### src/rtl/plateau_detect_fsm_if.sv
// Sample-stream bus for plateau_detect_fsm: the qualified match input plus
// all registered detector outputs.
interface plateau_detect_fsm_if #(
    parameter int CNT_W = 8
);
    logic             In_Strobe;
    logic             In_Det;
    logic             Out_Strobe;
    logic             Out_Det;
    logic             Out_Det_Pulse;
    logic             Out_Timeout;
    logic [CNT_W-1:0] Out_Run_Len;
    logic [1:0]       Out_State;

    modport master (
        output In_Strobe, In_Det,
        input  Out_Strobe, Out_Det, Out_Det_Pulse, Out_Timeout, Out_Run_Len, Out_State
    );

    modport slave (
        input  In_Strobe, In_Det,
        output Out_Strobe, Out_Det, Out_Det_Pulse, Out_Timeout, Out_Run_Len, Out_State
    );
endinterface

### src/rtl/plateau_detect_fsm.sv
// Plateau detector: counts strobed matches (tolerating short miss bursts) and
// raises a detect level once the run reaches the configured length.
module plateau_detect_fsm #(
    parameter int CNT_W  = 8,
    parameter int MISS_W = 3,
    parameter int TO_W   = 12
) (
    input  logic              CLK,
    input  logic              s_RST,
    input  logic              enable,
    input  logic [CNT_W-1:0]  cfg_min_count,
    input  logic [MISS_W-1:0] cfg_max_miss,
    input  logic [TO_W-1:0]   cfg_timeout,
    input  logic              cfg_latch,
    plateau_detect_fsm_if.slave bus
);

    typedef enum logic [1:0] {
        ST_IDLE     = 2'd0,
        ST_SEARCH   = 2'd1,
        ST_RUN      = 2'd2,
        ST_DETECTED = 2'd3
    } state_t;

    state_t            r_state, w_state;
    logic [CNT_W-1:0]  r_run, w_run;
    logic [MISS_W-1:0] r_miss, w_miss;
    logic [TO_W-1:0]   r_timer, w_timer;
    logic [CNT_W-1:0]  r_min, w_min;
    logic [MISS_W-1:0] r_max_miss, w_max_miss;
    logic [TO_W-1:0]   r_to, w_to;
    logic              r_latch, w_latch;
    logic              r_out_strobe, w_out_strobe;
    logic              r_det, w_det;
    logic              r_det_pulse, w_det_pulse;
    logic              r_timeout, w_timeout;

    logic              w_strobe;
    logic [CNT_W-1:0]  w_run_inc;
    logic [TO_W-1:0]   w_timer_inc;

    assign w_strobe    = bus.In_Strobe;
    assign w_run_inc   = (r_run == {CNT_W{1'b1}}) ? r_run : r_run + CNT_W'(1);
    assign w_timer_inc = r_timer + TO_W'(1);

    always_comb begin
        // NOTE: every next-value gets a default first so no path leaves one unassigned (no latches).
        w_state      = r_state;
        w_run        = r_run;
        w_miss       = r_miss;
        w_timer      = r_timer;
        w_min        = r_min;
        w_max_miss   = r_max_miss;
        w_to         = r_to;
        w_latch      = r_latch;
        w_det_pulse  = 1'b0;
        w_timeout    = 1'b0;
        w_out_strobe = enable & w_strobe;

        if (!enable) begin
            w_state    = ST_IDLE;
            w_run      = '0;
            w_miss     = '0;
            w_timer    = '0;
            w_min      = '0;
            w_max_miss = '0;
            w_to       = '0;
            w_latch    = 1'b0;
        end else begin
            unique case (r_state)
                ST_IDLE: begin
                    // A zero run length would never match, so it is promoted to one.
                    w_min      = (cfg_min_count == '0) ? CNT_W'(1) : cfg_min_count;
                    w_max_miss = cfg_max_miss;
                    w_to       = cfg_timeout;
                    w_latch    = cfg_latch;
                    w_state    = ST_SEARCH;
                end
                ST_SEARCH: begin
                    if (w_strobe && bus.In_Det) begin
                        w_run  = CNT_W'(1);
                        w_miss = '0;
                        if (r_min == CNT_W'(1)) begin
                            w_state     = ST_DETECTED;
                            w_timer     = '0;
                            w_det_pulse = 1'b1;
                        end else begin
                            w_state = ST_RUN;
                        end
                    end
                end
                ST_RUN: begin
                    if (w_strobe) begin
                        if (bus.In_Det) begin
                            w_run  = w_run_inc;
                            w_miss = '0;
                            if (w_run_inc == r_min) begin
                                w_state     = ST_DETECTED;
                                w_timer     = '0;
                                w_det_pulse = 1'b1;
                            end
                        end else if (r_miss < r_max_miss) begin
                            w_miss = r_miss + MISS_W'(1);
                        end else begin
                            w_run   = '0;
                            w_miss  = '0;
                            w_state = ST_SEARCH;
                        end
                    end
                end
                ST_DETECTED: begin
                    // Zero timeout degenerates to latch mode.
                    if (w_strobe) begin
                        if (!r_latch && (r_to != '0) && (w_timer_inc == r_to)) begin
                            w_state   = ST_SEARCH;
                            w_run     = '0;
                            w_miss    = '0;
                            w_timer   = '0;
                            w_timeout = 1'b1;
                        end else begin
                            w_timer = w_timer_inc;
                        end
                    end
                end
                default: w_state = ST_IDLE;
            endcase
        end

        w_det = (w_state == ST_DETECTED);
    end

    always_ff @(posedge CLK) begin
        // NOTE: sequential state uses non-blocking assignment so all registers update together.
        if (s_RST) begin
            r_state      <= ST_IDLE;
            r_run        <= '0;
            r_miss       <= '0;
            r_timer      <= '0;
            r_min        <= '0;
            r_max_miss   <= '0;
            r_to         <= '0;
            r_latch      <= 1'b0;
            r_out_strobe <= 1'b0;
            r_det        <= 1'b0;
            r_det_pulse  <= 1'b0;
            r_timeout    <= 1'b0;
        end else begin
            r_state      <= w_state;
            r_run        <= w_run;
            r_miss       <= w_miss;
            r_timer      <= w_timer;
            r_min        <= w_min;
            r_max_miss   <= w_max_miss;
            r_to         <= w_to;
            r_latch      <= w_latch;
            r_out_strobe <= w_out_strobe;
            r_det        <= w_det;
            r_det_pulse  <= w_det_pulse;
            r_timeout    <= w_timeout;
        end
    end

    assign bus.Out_Strobe    = r_out_strobe;
    assign bus.Out_Det       = r_det;
    assign bus.Out_Det_Pulse = r_det_pulse;
    assign bus.Out_Timeout   = r_timeout;
    assign bus.Out_Run_Len   = r_run;
    assign bus.Out_State     = r_state;

endmodule

### src/flat_wrapper.sv
// flat-port wrapper written by rule: the top's interface ports become plain ports
module plateau_detect_fsm_flat 
#(
    parameter int CNT_W  = 8,
    parameter int MISS_W = 3,
    parameter int TO_W   = 12
)
  (CLK, s_RST, enable, cfg_min_count, cfg_max_miss, cfg_timeout, cfg_latch, bus_In_Strobe, bus_In_Det, bus_Out_Strobe, bus_Out_Det, bus_Out_Det_Pulse, bus_Out_Timeout, bus_Out_Run_Len, bus_Out_State);
  plateau_detect_fsm_if #(.CNT_W(CNT_W)) bus_i ();
  input  logic CLK;
  input  logic s_RST;
  input  logic enable;
  input  logic [CNT_W-1:0] cfg_min_count;
  input  logic [MISS_W-1:0] cfg_max_miss;
  input  logic [TO_W-1:0] cfg_timeout;
  input  logic cfg_latch;
  input wire logic [$bits(bus_i.In_Strobe)-1:0] bus_In_Strobe;
  input wire logic [$bits(bus_i.In_Det)-1:0] bus_In_Det;
  output wire logic [$bits(bus_i.Out_Strobe)-1:0] bus_Out_Strobe;
  output wire logic [$bits(bus_i.Out_Det)-1:0] bus_Out_Det;
  output wire logic [$bits(bus_i.Out_Det_Pulse)-1:0] bus_Out_Det_Pulse;
  output wire logic [$bits(bus_i.Out_Timeout)-1:0] bus_Out_Timeout;
  output wire logic [$bits(bus_i.Out_Run_Len)-1:0] bus_Out_Run_Len;
  output wire logic [$bits(bus_i.Out_State)-1:0] bus_Out_State;
  assign bus_i.In_Strobe = bus_In_Strobe;
  assign bus_i.In_Det = bus_In_Det;
  assign bus_Out_Strobe = bus_i.Out_Strobe;
  assign bus_Out_Det = bus_i.Out_Det;
  assign bus_Out_Det_Pulse = bus_i.Out_Det_Pulse;
  assign bus_Out_Timeout = bus_i.Out_Timeout;
  assign bus_Out_Run_Len = bus_i.Out_Run_Len;
  assign bus_Out_State = bus_i.Out_State;
  plateau_detect_fsm #(.CNT_W(CNT_W), .MISS_W(MISS_W), .TO_W(TO_W)) u_core (.CLK(CLK), .s_RST(s_RST), .enable(enable), .cfg_min_count(cfg_min_count), .cfg_max_miss(cfg_max_miss), .cfg_timeout(cfg_timeout), .cfg_latch(cfg_latch), .bus(bus_i));
endmodule
### config.mk
export PLATFORM = sky130hd
export DESIGN_NAME = plateau_detect_fsm_flat
export DESIGN_NICKNAME = d
export VERILOG_FILES = /design/src/rtl/plateau_detect_fsm_if.sv /design/src/rtl/plateau_detect_fsm.sv /design/src/flat_wrapper.sv
export SDC_FILE = /design/constraint.sdc
export NUM_CORES = 1
export LEC_CHECK = 0
export CORE_MARGIN = 4
export CORE_UTILIZATION = 50
export CTS_CLUSTER_DIAMETER = 30
export CTS_CLUSTER_SIZE = 14
export DETAILED_ROUTE_END_ITERATION = 16
export PLACE_DENSITY = 0.73
export RECOVER_POWER = 100
export REMOVE_ABC_BUFFERS = 1
export SYNTH_ARGS = -nofsm -noshare
export SYNTH_HDL_FRONTEND = slang
export SYNTH_SLANG_ARGS = --single-unit
export TNS_END_PERCENT = 1
### constraint.sdc
create_clock -name CLK -period 4.2 [get_ports CLK]
set_input_delay 1.05 -clock CLK [delete_from_list [all_inputs] [get_ports CLK]]
set_output_delay 1.05 -clock CLK [all_outputs]
set_load 0.005 [all_outputs]
# ---- After elaboration in Yosys (flattened, before gate mapping)
# Cells that the tools add are included.
dict set report totals {
  regBits 53
  latchBits 0
  ram_bits 0
  rom_bits 0
  inputBits 29
  out_inout_bits 14
  elab_cells 90
  n_memories 0
}
dict set report op_classes {
  n_addsub 3
  n_mul 0
  div 0
  order_cmp 1
  n_eq_ne 16
  shift 0
  n_mux 41
  n_bitwise 4
  n_reduce_logical 13
}
# cell count
set ops {}
lappend ops {{$mux 12} 7}
lappend ops {{$mux 8} 8}
lappend ops {{$pmux 12 s3} 1}
lappend ops {{$pmux 8 s3} 1}
lappend ops {{$mux 3} 6}
lappend ops {{$mux 2} 8}
lappend ops {{$add 12x1->12 const B} 1}
lappend ops {{$eq 12x12->1} 1}
lappend ops {{$reduce_bool 12->1} 1}
lappend ops {{$pmux 3 s3} 1}
lappend ops {{$add 8x1->8 const B} 1}
lappend ops {{$eq 8x1->1 const B} 1}
lappend ops {{$eq 8x8->1} 1}
lappend ops {{$eq 8x8->1 const B} 1}
lappend ops {{$logic_not 8->1} 1}
lappend ops {{$ne 2x1->1 const B} 4}
lappend ops {{$pmux 2 s4} 1}
lappend ops {{$mux 1} 7}
lappend ops {{$reduce_and 7->1} 1}
lappend ops {{$eq 2x2->1 const B} 3}
lappend ops {{$ne 2x2->1 const B} 3}
lappend ops {{$reduce_and 6->1} 1}
lappend ops {{$reduce_and 5->1} 1}
lappend ops {{$reduce_or 4->1} 1}
lappend ops {{other kinds (12)} 16}

# ---- Longest topological paths before layout
# Gate-level depths: netlist (run 1).
dict set report logic_depth {
  ltp_word 9
  ltp_mapped 12
  mapped_depth_nobuf 8
}

# ---- Least setup slack after synthesis (run 1)
# Ideal clock, no wire load.
dict set report synth_path {
  kind {reg2reg}
  start {register u_core.r_timer[0]}
  end {register u_core.r_run[6], in the netlist u_core.bus.Out_Run_Len[6]}
  setup_time_ns 0.086
  t_arrival_ns 2.580
  t_required_ns 4.114
  slack_ns 1.534
  stages_incl_launch_ff 10
  path_buffers 1
  synth_period_minus_slack_ns 2.666
  path_cell_list {dfxtp_1 > ha_1 > buf_2 > nand4_1 > o311a_1 > a2111oi_0 > a21o_1 > a31oi_2 > or4_1 > a221oi_2}
}
dict set report synth_via {
  elab_chain_cells 5
}
# item line
set synth_lines {}
lappend synth_lines {{from (decl)} plateau_detect_fsm.sv:28} ;# logic [TO_W-1:0] r_timer, w_timer;
lappend synth_lines {{from (signal assigned)} plateau_detect_fsm.sv:151} ;# r_timer <= w_timer;
lappend synth_lines {{$add 12x1->12} plateau_detect_fsm.sv:44} ;# assign w_timer_inc = r_timer + TO_W'(1);
lappend synth_lines {{$eq 12x12->1} plateau_detect_fsm.sv:114} ;# if (!r_latch && (r_to != '0) && (w_timer_inc == r_to)) begin
lappend synth_lines {{$logic_and 1x1->1} plateau_detect_fsm.sv:114}
lappend synth_lines {{$ne 2x1->1 (no line)} n/a}
lappend synth_lines {{$reduce_and 6->1 (no line)} n/a}
lappend synth_lines {{to (signal assigned)} plateau_detect_fsm.sv:149} ;# r_run <= w_run;
lappend synth_lines {{to (decl)} plateau_detect_fsm.sv:26} ;# logic [CNT_W-1:0] r_run, w_run;
# Every way passes these cells.
# A chain may end at the register's enable or synchronous reset.

# ---- Worst setup path after layout (run 1)
# Same ends and word-level chain as after synthesis.

==> out/qor.yml, run 1 <==
synth_top_area_share_pct: 31.0
cts_resized: 0
synth-simple-area-share_pct: 25.2
synth_edf_count: 0
pre_cts_ws_ns: 0.757
synth-compound-area-share_pct: 20.7
cts_sinks: 53
ys_async_sr_fraction_pct: 0
required_ns: 4.41
cts.reportedPaths.clkPinSlew_ns: 0.11
tightest_slew_ns: 1.24
insertion_delay_ns: 0.31
syn_to_final_growth_pct: 13.9
maxSlewViolCount: 0
clock_path_buffers: 2
dieArea_um2: 8240
path_max_fanout: 15
startpoint: "u_core.r_timer[0]"
hp-class: "reg2reg"
ys.flop_type: "dfxtp_1"
nets: 483
die-width_um: 90.8
post-route-util_pct: 60.1
cts_setup_buffers: 0
synth_fa_ha_area_share_pct: 3.65
ys_seq_area_share_pct: 31.0
die_h_um: 90.8
grt_start_max_net_pins: 28
clock_skew_ns: 0.0131
grt_pass1_wl_um: 14500
critical_path_class: "reg2reg"
fin_crit_sh_pct: 82.1
r2r_cells: 8
vias: 3325
place_congestion: 0.944
grt_pass1_vias: 3021
yosysMostFrequentCell: "dfxtp_1"
fin_tns_setup_ns: 0
drtIter0Drc: 343
num_rows: 29
hpwl_um: 6360
yosys_warnings: 0
worstSetupEndpoint: "u_core.bus.Out_Run_Len[6]"
rsz0062_at_grt: "false"
power.density_nw_per_um2: 249
grt.overflow.total: 0
ir_worst_vdd_mv: 0.152
maxSlewHeadroom_pct: 17.4
status: "completed"
synthMuxAreaShare_pct: 7.89
drive_above_1_share_pct: 3.15
first_pass_iters: 6
cts_tree: "yes"
worst_slack_ns: 0.753
cellLeakagePower_nw: 1.43
synth_area_um2: 3430
reg2reg_to: "u_core.bus.Out_Run_Len[6]"
ant_nets: 0
coreArea_um2: 6490
ctsHoldBuffers: 0
syn_inst: 422
htreeDepth: 2
min_period_ns: 3.45
cts_root_buffer: "clkbuf_8"
drc: 0
via_per_inst: 6.37
grtUsageTotal_pct: 20.6
maxCapViolCount: 0
synth.largest_area_cell: "dfxtp_1"
placed_cell_area_um2: 3830
synth_common_cells: "dfxtp_1, nand2_1, nor2_1, mux2i_1, nand3_1"
start_util_pct: 52.7
reg2reg_from: "u_core.r_timer[0]"
synth_seq_cells: 53
cts_made_buffers: 5
port_buffers: 42
timing.hold.ws_ns: 0.496
syn_avg_cell_area_um2: 8.12
num_io_pins: 43
final_area_um2: 3900
cp_data_arrival_time_ns: 3.66
finalSetupViolCount: 0
antenna_found_initial: 0
synth_area_leaders: "dfxtp_1, mux2i_1, nand2_1"
wire_per_inst_um: 16.4
diodes: 0
start_kind: "flip-flop"
rrSetupSlack_ns: 0.75
yosysUniqueCellTypes: 61
fmax_mhz: 290
end_kind: "flip-flop"
synth-xor-area-share_pct: 5.62
finalHoldViolCount: 0
routed_wl_um: 8580
synth_top_family_by_area: "simple AND/OR/NAND/NOR gates"
==> critical path, cell delays in order, from the launching register on <==
cell      delay [ns]
dfxtp_1         0.48
ha_1            0.38
and4_1          0.37
xnor2_1         0.15
o211ai_1        0.12
a211oi_1        0.50
a31oi_1         0.50
or4_1           0.62
a221oi_1        0.23
==> placed cells by master, fill, tap and decap left out, types with 14 or more instances in the layout <==
cell type / Yosys / routed
nor2_1: 35 / 35
dlygate4sd3_1: 0 / 15
nand3_1: 19 / 19
xnor2_1: 15 / 15
mux2i_1: 27 / 27
inv_1: 14 / 14
nand4_1: 18 / 18
a21oi_1: 14 / 14
dfxtp_1: 53 / 53
clkdlybuf4s50_1: 0 / 27
nand2_1: 38 / 38
==> worst min path at each step <==
stage	start	endpoint	slack, ns	depth (start not counted)
2_1_floorplan	u_core.r_miss[1]	u_core.r_miss[1]	0.46	2
3_3_place_gp	u_core.r_miss[1]	u_core.r_miss[1]	0.47	2
3_5_place_dp	u_core.r_max_miss[2]	u_core.r_max_miss[2]	0.48	2
4_1_cts	u_core.r_miss[1]	u_core.r_miss[1]	0.50	2
5_1_grt	u_core.r_miss[1]	u_core.r_miss[1]	0.53	2
6_report	u_core.r_miss[1]	u_core.r_miss[1]	0.50	2
==> stage by stage <==
| step | total power, mW | std cells |
|---|---|---|
| 5_1_grt | 1.01 | 522 |
| 6_report | 0.970 | 522 |
| 4_1_cts | 0.980 | 522 |
| 2_1_floorplan | 0.615 | 390 |
| 3_3_place_gp | 0.667 | 514 |
| 3_5_place_dp | 0.670 | 514 |
==> report_power, final <==
part           switching (mW)  leakage (nW)  internal [mW]
Clock                   0.176        0.0518          0.137
Sequential             0.0126         0.431          0.514
Combinational          0.0668         0.952         0.0634
Total                   0.256          1.43          0.714
==> state kept, by name, indices dropped and copies added (netlist names) <==
signal	flops
u_core.r_miss	3
u_core.r_latch	1
u_core.r_to	12
u_core.r_min	8
u_core.bus.Out_Timeout	1
u_core.bus.Out_State	2
u_core.r_max_miss	3
u_core.r_timer	12
u_core.bus.Out_Strobe	1
u_core.bus.Out_Det_Pulse	1
u_core.bus.Out_Run_Len	8
u_core.bus.Out_Det	1
==> layout make-up <==
cell class	count	area (um2)
Timing Repair Buffer	47	450
Inverter	15	56.3
Multi-Input combinational cell	322	2140
Clock buffer	6	82.6
Sequential cell	53	1060
Clock inverter	2	17.5
Tap cell	77	96.3
Fill cell	586	2590
==> per-layer routing <==
layer / part of all wire [%] / track usage (%)
met1: 47 / 29.2
met2: 44 / 32.2
met3: 7.3 / 3.58
met4: 1.5 / 5.28
met5: 0 / 0
==> kinds of logic after synthesis <==
logic type / after synthesis
AO/OA/AOI/OAI: 95
XOR/XNOR: 22
adder cells (fa/ha/maj): 10
buffers and inverters: 47
flip-flops: 53
multiplexers: 27
AND/OR/NAND/NOR: 168
(Power assumes the default switching activity.)
==> run 2, diff against run 1 <==
Clock period 4.2 ns to 3.3 ns, I/O delays scaled along.
==> out/qor.yml, run 2 (synthesis results as in run 1) <==
status: "completed"
cts_made_buffers: 5  # unchanged
place_congestion: 0.929  # -1.5%
drc: 0  # unchanged
power_mw: 1.24  # +28%
fin_crit_sh_pct: 92.4  # +10 points
die-width_um: 90.8  # unchanged
top_regs: "u_core.r_timer (12), u_core.r_to (12)"
clock_path_buffers: 2  # unchanged
num_io_pins: 43  # unchanged
cts_tree: "yes"
drtIter0Drc: 285  # -17%
cts_sinks: 53  # unchanged
fmax_mhz: 328  # +13%
die_h_um: 90.8  # unchanged
intPower_mw: 0.896  # +25%
fillers: 591  # +0.85%
min_from: "u_core.r_max_miss[1]"
wire_per_inst_um: 16.5  # +0.42%
hold_depth: 2  # unchanged
power.density_nw_per_um2: 312  # +25%
grt_start_max_net_pins: 28  # unchanged
reg2reg_to: "u_core.r_timer[3]"
num_rows: 29  # unchanged
finalSetupViolCount: 0  # unchanged
startpoint: "u_core.bus.Out_Run_Len[0]"
maxSlewViolCount: 0  # unchanged
layout_commonest_cell: "dfxtp_1"
power_switching_mw: 0.345  # +35%
coreArea_um2: 6490  # unchanged
grt_pass1_wl_um: 14500  # +0.28%
reg2reg_from: "u_core.bus.Out_Run_Len[0]"
hpwl_um: 6350  # about the same
r2r_cells: 9  # +1
via_per_inst: 6.32  # -0.81%
ant_nets: 0  # unchanged
path_max_fanout: 8  # -7
start_util_pct: 52.7  # unchanged
grt.overflow.total: 0  # unchanged
grt_pass1_vias: 2894  # -4.2%
nets: 492  # +1.9%
dieArea_um2: 8240  # unchanged
tightest_slew_ns: 1.26  # +0.0197 ns
ir_worst_vdd_mv: 0.241  # +59%
min_period_ns: 3.05  # -0.398 ns
cp_data_arrival_time_ns: 3.29  # -0.37 ns
first_pass_iters: 6  # unchanged
critical_path_class: "reg2reg"
grtUsageTotal_pct: 21.0  # +0.44 points
finalHoldViolCount: 0  # unchanged
insertion_delay_ns: 0.32  # about the same
syn_to_final_growth_pct: 16.2
power_frac_clock_pct: 32.3  # about the same
required_ns: 3.54  # -0.87 ns
rrSetupSlack_ns: 0.25  # -0.50 ns
numPlacedInstances: 521  # +1.4%
hp-class: "reg2reg"
drive_above_1_share_pct: 5.29  # +2.1 points
routed_wl_um: 8770  # +2.2%
fin_tns_setup_ns: 0  # unchanged
sw_frac_of_total_pct: 27.8  # +1.5 points
vias: 3355  # +0.90%
end_kind: "flip-flop"
cts.reportedPaths.clkPinSlew_ns: 0.11  # about the same
diodes: 0  # unchanged
start_kind: "flip-flop"
fin_cells: 531  # +1.7%
maxSlewHeadroom_pct: 16.1  # -1.3 points
port_buffers: 42  # unchanged
final_cell_mix: "dfxtp_1, nand2_1, nor2_1"
p_comb_share_pct: 13.8  # +0.4 points
antenna_found_initial: 0  # unchanged
rsz0062_at_grt: "false"
hold_end: "u_core.r_max_miss[1]"
clock_skew_ns: 0.00707  # -0.00607 ns
cts_root_buffer: "clkbuf_8"
cellLeakagePower_nw: 1.47  # +2.2%
htreeDepth: 2  # unchanged
maxCapViolCount: 0  # unchanged
seq_power_share_pct: 54.0  # -0.2 points
==> run 2: how the worst max path moves through the flow <==
stage | cells after the start | end | slack, ns
2_1_floorplan | 8 | u_core.bus.Out_Run_Len[6] | 0.27
6_report | 9 | u_core.r_timer[3] | 0.25
4_1_cts | 9 | u_core.r_miss[2] | 0.30
3_5_place_dp | 7 | u_core.r_timer[0] | 0.27
5_1_grt | 9 | u_core.r_miss[2] | 0.002
3_3_place_gp | 8 | u_core.bus.Out_Det | 0.33
==> run 2: metrics by stage <==
stage	utilization, %	hold WS [ns]	setup slack [ns]	instance area, um2
finish	61.3	0.506	0.251	3980
global route	61.3	0.548	0.00181	3980
CTS	61.3	0.513	0.303	3980
detailed placement	59.8	0.488	0.273	3890
global placement	59.8	0.476	0.334	3890
floorplan	-	0.455	0.267	3280
==> run 2: power groups by stage <==
stage | sequential, mW | clock [mW] | combinational (mW)
after global placement | 0.684 | 0 | 0.169
after CTS | 0.670 | 0.413 | 0.172
final | 0.670 | 0.401 | 0.171
after global routing | 0.673 | 0.435 | 0.187
after detailed placement | 0.684 | 0 | 0.171
after floorplan | 0.680 | 0 | 0.102
==> run 2: final cells by class <==
type,count,area [um2],share of cell area [%]
clock inverters,3,28.8,0.723
well taps,77,96.3,2.42
inverters,15,56.3,1.41
repair buffers,56,508,12.8
multi-input cells,322,2160,54.3
clock buffers,5,68.8,1.73
flip-flops and latches,53,1060,26.6
==> run 2: worst max-delay path, cell delays in order, from the launching register on <==
cell	delay (ns)
dfxtp_1	0.52
ha_1	0.33
nand4_1	0.25
or3_1	0.43
and3_1	0.19
o211ai_1	0.45
o41a_1	0.33
nor2_1	0.06
clkbuf_2	0.18
o211ai_1	0.23
==> run 2: routing by layer <==
layer / routed length (um) / GRT usage (%)
met5: 0 / 0
met4: 155 / 5.65
met3: 713 / 3.00
met2: 3830 / 31.6
met1: 4070 / 31.2
==> run 2: timing repair <==
item / CTS / global route
setup endpoints to repair: 0 / 2
hold buffers: 0 / 0
gates resized for setup: 0 / 1
setup buffers: 0 / 2
